[src/rtl/bram_port_arbiter_if.sv]
// bram_port_arbiter_if: one requester's request and read-response channels.
interface bram_port_arbiter_if #(
    parameter int DATA_W = 256,
    parameter int ADDR_W = 15
);
    logic              req_valid;
    logic              req_ready;
    logic              req_write;
    logic [ADDR_W-1:0] req_addr;
    logic [DATA_W-1:0] req_wdata;
    logic              rsp_valid;
    logic              rsp_ready;
    logic [DATA_W-1:0] rsp_data;
    modport master (
        output req_valid, req_write, req_addr, req_wdata, rsp_ready,
        input  req_ready, rsp_valid, rsp_data
    );
    modport slave (
        input  req_valid, req_write, req_addr, req_wdata, rsp_ready,
        output req_ready, rsp_valid, rsp_data
    );
endinterface

[src/rtl/bram_port_arbiter.sv]
// bram_port_arbiter: round-robin sharing of one BRAM port between two requesters with credit-limited read responses.
module bram_port_arbiter #(
    parameter int DATA_W    = 256,
    parameter int ADDR_W    = 15,
    parameter int DEPTH     = 20480,
    parameter int RSP_DEPTH = 2
) (
    input  logic                clk,
    input  logic                rst,
    bram_port_arbiter_if.slave  req0_if,
    bram_port_arbiter_if.slave  req1_if,
    output logic                bram_en_o,
    output logic                bram_we_o,
    output logic [ADDR_W-1:0]   bram_addr_o,
    output logic [DATA_W-1:0]   bram_wdata_o,
    input  logic [DATA_W-1:0]   bram_rdata_i,
    output logic                err_addr_o
);
    localparam int CW = $clog2(RSP_DEPTH + 1);
    localparam int PW = RSP_DEPTH > 1 ? $clog2(RSP_DEPTH) : 1;
    logic [1:0]        valid, write, rsp_ready, elig, grant, push, pop, rsp_valid;
    logic [ADDR_W-1:0] addr [2];
    logic [DATA_W-1:0] wdata [2];
    logic [DATA_W-1:0] rsp_data [2];
    logic [DATA_W-1:0] fill_data;
    logic              sel, accept, oor;
    logic              last_grant_q, last_grant_d;
    logic              s1_valid_q, s1_id_q, s1_oor_q, err_q;
    assign valid     = {req1_if.req_valid, req0_if.req_valid};
    assign write     = {req1_if.req_write, req0_if.req_write};
    assign rsp_ready = {req1_if.rsp_ready, req0_if.rsp_ready};
    assign addr[0]   = req0_if.req_addr;
    assign addr[1]   = req1_if.req_addr;
    assign wdata[0]  = req0_if.req_wdata;
    assign wdata[1]  = req1_if.req_wdata;
    // On a tie the requester that did not win last time goes first.
    assign grant[0] = !rst && elig[0] && (!elig[1] || last_grant_q);
    assign grant[1] = !rst && elig[1] && !grant[0];
    always_comb begin
        sel          = grant[1];
        accept       = |grant;
        oor          = 32'(addr[sel]) >= 32'(DEPTH);
        last_grant_d = accept ? sel : last_grant_q;
        bram_en_o    = accept && !oor;
        bram_we_o    = bram_en_o && write[sel];
        bram_addr_o  = addr[sel];
        bram_wdata_o = wdata[sel];
        fill_data    = s1_oor_q ? '0 : bram_rdata_i;
    end
    always_ff @(posedge clk) begin
        if (rst) begin
            last_grant_q <= 1'b1;
            s1_valid_q   <= 1'b0;
            s1_id_q      <= 1'b0;
            s1_oor_q     <= 1'b0;
            err_q        <= 1'b0;
        end else begin
            last_grant_q <= last_grant_d;
            s1_valid_q   <= accept && !write[sel];
            s1_id_q      <= sel;
            s1_oor_q     <= oor;
            err_q        <= accept && oor;
        end
    end
    assign err_addr_o = err_q;
    for (genvar n = 0; n < 2; n++) begin : g_rsp
        logic [CW-1:0]     cnt_q, cnt_d;
        logic [PW-1:0]     wp_q, rp_q;
        logic [CW:0]       used;
        logic [DATA_W-1:0] mem_q [RSP_DEPTH];
        // The single pipeline stage holding a read for this requester counts as one outstanding credit.
        assign push[n]      = s1_valid_q && s1_id_q == 1'(n);
        assign pop[n]       = rsp_valid[n] && rsp_ready[n];
        assign used         = {1'b0, cnt_q} + {{CW{1'b0}}, push[n]};
        assign elig[n]      = valid[n] && (write[n] || used < (CW+1)'(RSP_DEPTH));
        assign cnt_d        = cnt_q + CW'(push[n]) - CW'(pop[n]);
        assign rsp_valid[n] = cnt_q != '0;
        assign rsp_data[n]  = rsp_valid[n] ? mem_q[rp_q] : '0;
        always_ff @(posedge clk) begin
            if (rst) begin
                cnt_q <= '0;
                wp_q  <= '0;
                rp_q  <= '0;
            end else begin
                cnt_q <= cnt_d;
                if (push[n]) wp_q <= (wp_q == PW'(RSP_DEPTH - 1)) ? '0 : wp_q + 1'b1;
                if (pop[n])  rp_q <= (rp_q == PW'(RSP_DEPTH - 1)) ? '0 : rp_q + 1'b1;
            end
        end
        always_ff @(posedge clk) begin
            if (push[n]) mem_q[wp_q] <= fill_data;
        end
        overflow_a: assert property (@(posedge clk) disable iff (rst)
            !(push[n] && !pop[n] && cnt_q == CW'(RSP_DEPTH)));
    end
    assign req0_if.req_ready = grant[0];
    assign req1_if.req_ready = grant[1];
    assign req0_if.rsp_valid = rsp_valid[0];
    assign req1_if.rsp_valid = rsp_valid[1];
    assign req0_if.rsp_data  = rsp_data[0];
    assign req1_if.rsp_data  = rsp_data[1];
endmodule
[src/flat_wrapper.sv]
// flat-port wrapper written by rule: the top's interface ports become plain ports
module bram_port_arbiter_flat 
#(
    parameter int DATA_W    = 256,
    parameter int ADDR_W    = 15,
    parameter int DEPTH     = 20480,
    parameter int RSP_DEPTH = 2
)
  (clk, rst, bram_en_o, bram_we_o, bram_addr_o, bram_wdata_o, bram_rdata_i, err_addr_o, req0_if_req_valid, req0_if_req_write, req0_if_req_addr, req0_if_req_wdata, req0_if_rsp_ready, req0_if_req_ready, req0_if_rsp_valid, req0_if_rsp_data, req1_if_req_valid, req1_if_req_write, req1_if_req_addr, req1_if_req_wdata, req1_if_rsp_ready, req1_if_req_ready, req1_if_rsp_valid, req1_if_rsp_data);
  bram_port_arbiter_if #(.DATA_W(DATA_W), .ADDR_W(ADDR_W)) req0_if_i ();
  bram_port_arbiter_if #(.DATA_W(DATA_W), .ADDR_W(ADDR_W)) req1_if_i ();
  input  logic clk;
  input  logic rst;
  output logic bram_en_o;
  output logic bram_we_o;
  output logic [ADDR_W-1:0] bram_addr_o;
  output logic [DATA_W-1:0] bram_wdata_o;
  input  logic [DATA_W-1:0] bram_rdata_i;
  output logic err_addr_o;
  input wire logic [$bits(req0_if_i.req_valid)-1:0] req0_if_req_valid;
  input wire logic [$bits(req0_if_i.req_write)-1:0] req0_if_req_write;
  input wire logic [$bits(req0_if_i.req_addr)-1:0] req0_if_req_addr;
  input wire logic [$bits(req0_if_i.req_wdata)-1:0] req0_if_req_wdata;
  input wire logic [$bits(req0_if_i.rsp_ready)-1:0] req0_if_rsp_ready;
  output wire logic [$bits(req0_if_i.req_ready)-1:0] req0_if_req_ready;
  output wire logic [$bits(req0_if_i.rsp_valid)-1:0] req0_if_rsp_valid;
  output wire logic [$bits(req0_if_i.rsp_data)-1:0] req0_if_rsp_data;
  input wire logic [$bits(req1_if_i.req_valid)-1:0] req1_if_req_valid;
  input wire logic [$bits(req1_if_i.req_write)-1:0] req1_if_req_write;
  input wire logic [$bits(req1_if_i.req_addr)-1:0] req1_if_req_addr;
  input wire logic [$bits(req1_if_i.req_wdata)-1:0] req1_if_req_wdata;
  input wire logic [$bits(req1_if_i.rsp_ready)-1:0] req1_if_rsp_ready;
  output wire logic [$bits(req1_if_i.req_ready)-1:0] req1_if_req_ready;
  output wire logic [$bits(req1_if_i.rsp_valid)-1:0] req1_if_rsp_valid;
  output wire logic [$bits(req1_if_i.rsp_data)-1:0] req1_if_rsp_data;
  assign req0_if_i.req_valid = req0_if_req_valid;
  assign req0_if_i.req_write = req0_if_req_write;
  assign req0_if_i.req_addr = req0_if_req_addr;
  assign req0_if_i.req_wdata = req0_if_req_wdata;
  assign req0_if_i.rsp_ready = req0_if_rsp_ready;
  assign req0_if_req_ready = req0_if_i.req_ready;
  assign req0_if_rsp_valid = req0_if_i.rsp_valid;
  assign req0_if_rsp_data = req0_if_i.rsp_data;
  assign req1_if_i.req_valid = req1_if_req_valid;
  assign req1_if_i.req_write = req1_if_req_write;
  assign req1_if_i.req_addr = req1_if_req_addr;
  assign req1_if_i.req_wdata = req1_if_req_wdata;
  assign req1_if_i.rsp_ready = req1_if_rsp_ready;
  assign req1_if_req_ready = req1_if_i.req_ready;
  assign req1_if_rsp_valid = req1_if_i.rsp_valid;
  assign req1_if_rsp_data = req1_if_i.rsp_data;
  bram_port_arbiter #(.DATA_W(DATA_W), .ADDR_W(ADDR_W), .DEPTH(DEPTH), .RSP_DEPTH(RSP_DEPTH)) u_core (.clk(clk), .rst(rst), .req0_if(req0_if_i), .req1_if(req1_if_i), .bram_en_o(bram_en_o), .bram_we_o(bram_we_o), .bram_addr_o(bram_addr_o), .bram_wdata_o(bram_wdata_o), .bram_rdata_i(bram_rdata_i), .err_addr_o(err_addr_o));
endmodule
[config.mk]
export PLATFORM = sky130hd
export DESIGN_NAME = bram_port_arbiter_flat
export DESIGN_NICKNAME = d
export VERILOG_FILES = /design/src/rtl/bram_port_arbiter_if.sv /design/src/rtl/bram_port_arbiter.sv /design/src/flat_wrapper.sv
export SDC_FILE = /design/constraint.sdc
export NUM_CORES = 2
export LEC_CHECK = 0
export CORE_AREA = 2 2 615 617
export DETAILED_ROUTE_END_ITERATION = 12
export DIE_AREA = 0 0 617 619
export HOLD_SLACK_MARGIN = 0.15
export PLACE_DENSITY = 0.32
export SLEW_MARGIN = 40
export SYNTH_ARGS = -nofsm -noshare
export SYNTH_HDL_FRONTEND = slang
export SYNTH_SLANG_ARGS = --single-unit
[constraint.sdc]
create_clock -name clk -period 11.6 [get_ports clk]
set_input_delay 2.32 -clock clk [delete_from_list [all_inputs] [get_ports clk]]
set_output_delay 2.32 -clock clk [all_outputs]
set_load 0.01 [all_outputs]
==> qor.txt <==
Initial antenna violation count -> 304
Top_reg_cell synth -> edfxtp_1
Chip Width -> 617 um
Worst Skew -> 52.0 ps
Mean post-synth cell area -> 15.6 um^2
First-pass iteration count of the detailed router -> 5
Vias per inst -> 3.31
Pre-CTS WS -> 3680 ps
Int Pwr -> 0.00909 W
First-pass GRT wire length -> 386 mm
Syn_nets -> 3649
Crit end category -> output pin
FMAX -> 0.127 GHz
H-tree depth -> 4
Fraction of layout cells with a size suffix above 1 -> 11.9%
Clock Latency Late Sink -> 800 ps
Setup ws final -> 3730 ps
Die ar. -> 382000 um^2
Yosys top cell by area -> edfxtp_1
Ranking of synthesized cells by area -> edfxtp_1 69%, mux2i_1 12%, mux2_2 4.9%, nor2_1 4.5%, nor2b_1 3.7%
Number of enable flip-flop cells after synthesis -> 1024
Site Rows -> 225
RePlAce Congestion -> 0.911
Post-route DRC -> 0
Number of global-route vias before repair -> 32748
Endpoints failing setup -> 0
Seq pwr share -> 31.2%
Sw power -> 0.00507 W
Crit path required time -> 9280 ps
Total CTS buffers -> 141
Power, Total -> 0.0142 W
Total gr overflow -> 0
Clk sinks -> 1039
Yosys reg bits -> 1039
Area delta synth->final -> 60.8%
Syn Inst Count -> 2839
Yosys synthesis warning count -> 0
Part of the cycle the worst path needs -> 67.9%
Wirelength per Cell -> 32.2 um
Post-synthesis sequential area ratio -> 70.0%
# port buffers -> 1595
CTS Hold Buffers Added -> 0
Nets@finish -> 5283
Sw frac -> 35.8%
Worst Hold Class -> reg2reg
Routed WL -> 315 mm
Logic pwr share -> 39.9%
CTS tree -> built
Outcome -> finished clean
Gr usage total -> 15.8%
R2R cell count -> 5
Initial DRC count -> 1622
Post-Place Cell Area -> 66500 um^2
Largest net degree at the start of global routing -> 97
RSZ-0062 raised after global routing -> false
TNS Setup -> 0 ps
Ports -> 1596
Post-synth top area share -> 69.3%
Routed vias -> 32380
Post-route minimum period -> 7870 ps
Power per cell area -> 198 nW/um^2
CORE AREA -> 375000 um^2
Worst IR Drop VDD -> 0.195 mV
Clk buf depth -> 4
Worst Max-Slew Pin Slew -> 849 ps
Initial core utilization -> 11.8%
Max-slew violations -> 0
DRT antenna net count -> 0
Leak -> 22.2 nW
Clk pwr share -> 28.9%
Worst hold path cell count -> 2
Startpoint types -> input port
FILL cells -> 40630
Kind of critical path -> in2out
WP data arrival -> 5550 ps
Slew Limit Headroom -> 43.4%
Detailed Place HPWL -> 257 mm
CTS clk-pin slew, worst paths -> 50 ps
Final Hold Fails -> 0
Crit-path max FO -> 40
Synth Cell Area -> 44400 um^2
Die Y -> 619 um
MaxCap Viol Count -> 0
Synth unique cells -> 33
Fin area -> 71400 um^2
Post-CTS Setup Repair Bufs -> 0
Ys async rst share -> 0%
Cts repair resizes -> 0
Clk root buf -> clkbuf_16
worst max-delay path, cell delays in order:
cell and delay [ps]:
clkdlybuf4s50_1 410, buf_4 230, nor2b_1 220, o21ai_2 120, nor2_4 320, buf_8 200, buf_8 190, buf_4 510
mux2_2 420, clkdlybuf4s50_1 540
path summary, 6_finish.rpt:
check	from	endpoint	slack, ps
min reg2reg	u_core.g_rsp[0].wp_q	u_core.g_rsp[0].wp_q	460
max reg2reg	u_core.s1_id_q	u_core.g_rsp[0].mem_q[1][113]	7950
min	u_core.g_rsp[0].wp_q	u_core.g_rsp[0].wp_q	460
max	rst	bram_wdata_o[64]	3730
registers in the layout, indices dropped and copies added (netlist names), named ones only:
register / count
u_core.last_grant_q: 1
u_core.g_rsp.mem_q: 1024
u_core.g_rsp.rp_q: 2
u_core.g_rsp.wp_q: 2
u_core.s1_valid_q: 1
u_core.err_addr_o: 1
u_core.s1_id_q: 1
u_core.g_rsp.cnt_q: 4
u_core.s1_oor_q: 1
through the flow:
step,cells,hold slack (ps),utilization [%]
global route,9776,483,19.0
floorplan,2839,436,-
detailed placement,9323,452,17.8
CTS,9563,460,18.9
global placement,9312,442,17.7
finish,9791,458,19.0
power by group through the flow:
stage | clock network [W] | logic (W) | registers (W)
floorplan | 0 | 0.00233 | 0.00446
global placement | 0 | 0.00585 | 0.00452
detailed placement | 0 | 0.00587 | 0.00450
CTS | 0.00427 | 0.00590 | 0.00442
global route | 0.00439 | 0.00599 | 0.00443
finish | 0.00409 | 0.00565 | 0.00442
layer usage:
| layer | track usage (%) | vias up | part of all wire (%) |
|---|---|---|---|
| met5 | 0 | - | 0.084 |
| met1 | 13.9 | 16173 | 31 |
| met3 | 3.41 | 734 | 5.1 |
| li1 | - | 13909 | - |
| met2 | 31.6 | 1522 | 56 |
| met4 | 10.9 | 42 | 7.9 |
cell usage after synthesis (6+ instances only):
cell type,n
clkbuf_1,88
mux2_4,79
mux2_2,192
nor2b_1,260
nand3_1,6
nor2_1,527
buf_8,8
inv_1,6
mux2i_1,512
dfxtp_1,15
edfxtp_1,1024
buf_1,6
buf_4,10
buf_2,60
cell families after synthesis:
group / count (synthesis) / synth area share (%)
buffers and inverters: 180 / 2.01
AND/OR/NAND/NOR: 811 / 8.45
adder cells (fa/ha/maj): 4 / 0.113
multiplexers: 783 / 19.1
flip-flops: 1039 / 70.0
AO/OA/AOI/OAI: 15 / 0.209
XOR/XNOR: 7 / 0.138
layout make-up:
type / instances / area, um^2 / area share [%]
inverter: 6 / 30.0 / 0.0421
timing repair buffer: 1665 / 16800 / 23.5
clock inverter: 79 / 617 / 0.864
tap: 4994 / 6250 / 8.76
sequential: 1039 / 31100 / 43.5
antenna: 227 / 568 / 0.796
multi-input combinational: 1620 / 12500 / 17.5
clock buffer: 161 / 3600 / 5.05
layout by cell type (no fill, tap or decap), types with 3 or more instances in the layout:
cell / instances
inv_6: 6
dfxtp_4: 3
nor2_4: 5
clkdlybuf4s50_1: 1593
bufinv_16: 4
nor2_1: 523
buf_12: 12
buf_6: 9
ha_1: 4
dfxtp_1: 12
xor2_1: 3
mux2i_1: 512
xnor2_1: 4
nand3_1: 6
diode_2: 227
buf_4: 43
inv_1: 5
o21a_1: 4
clkbuf_1: 20
clkinv_4: 3
clkinv_2: 24
inv_16: 4
mux2_4: 79
edfxtp_1: 1024
nor2b_1: 258
clkinvlp_4: 3
clkbuf_16: 141
clkinv_1: 31
nand2_1: 4
clkinv_8: 3
a21oi_1: 4
buf_16: 4
mux2_2: 192
nand2b_1: 4
o21ai_0: 4
No activity file was read; power rests on OpenSTA's default activity.
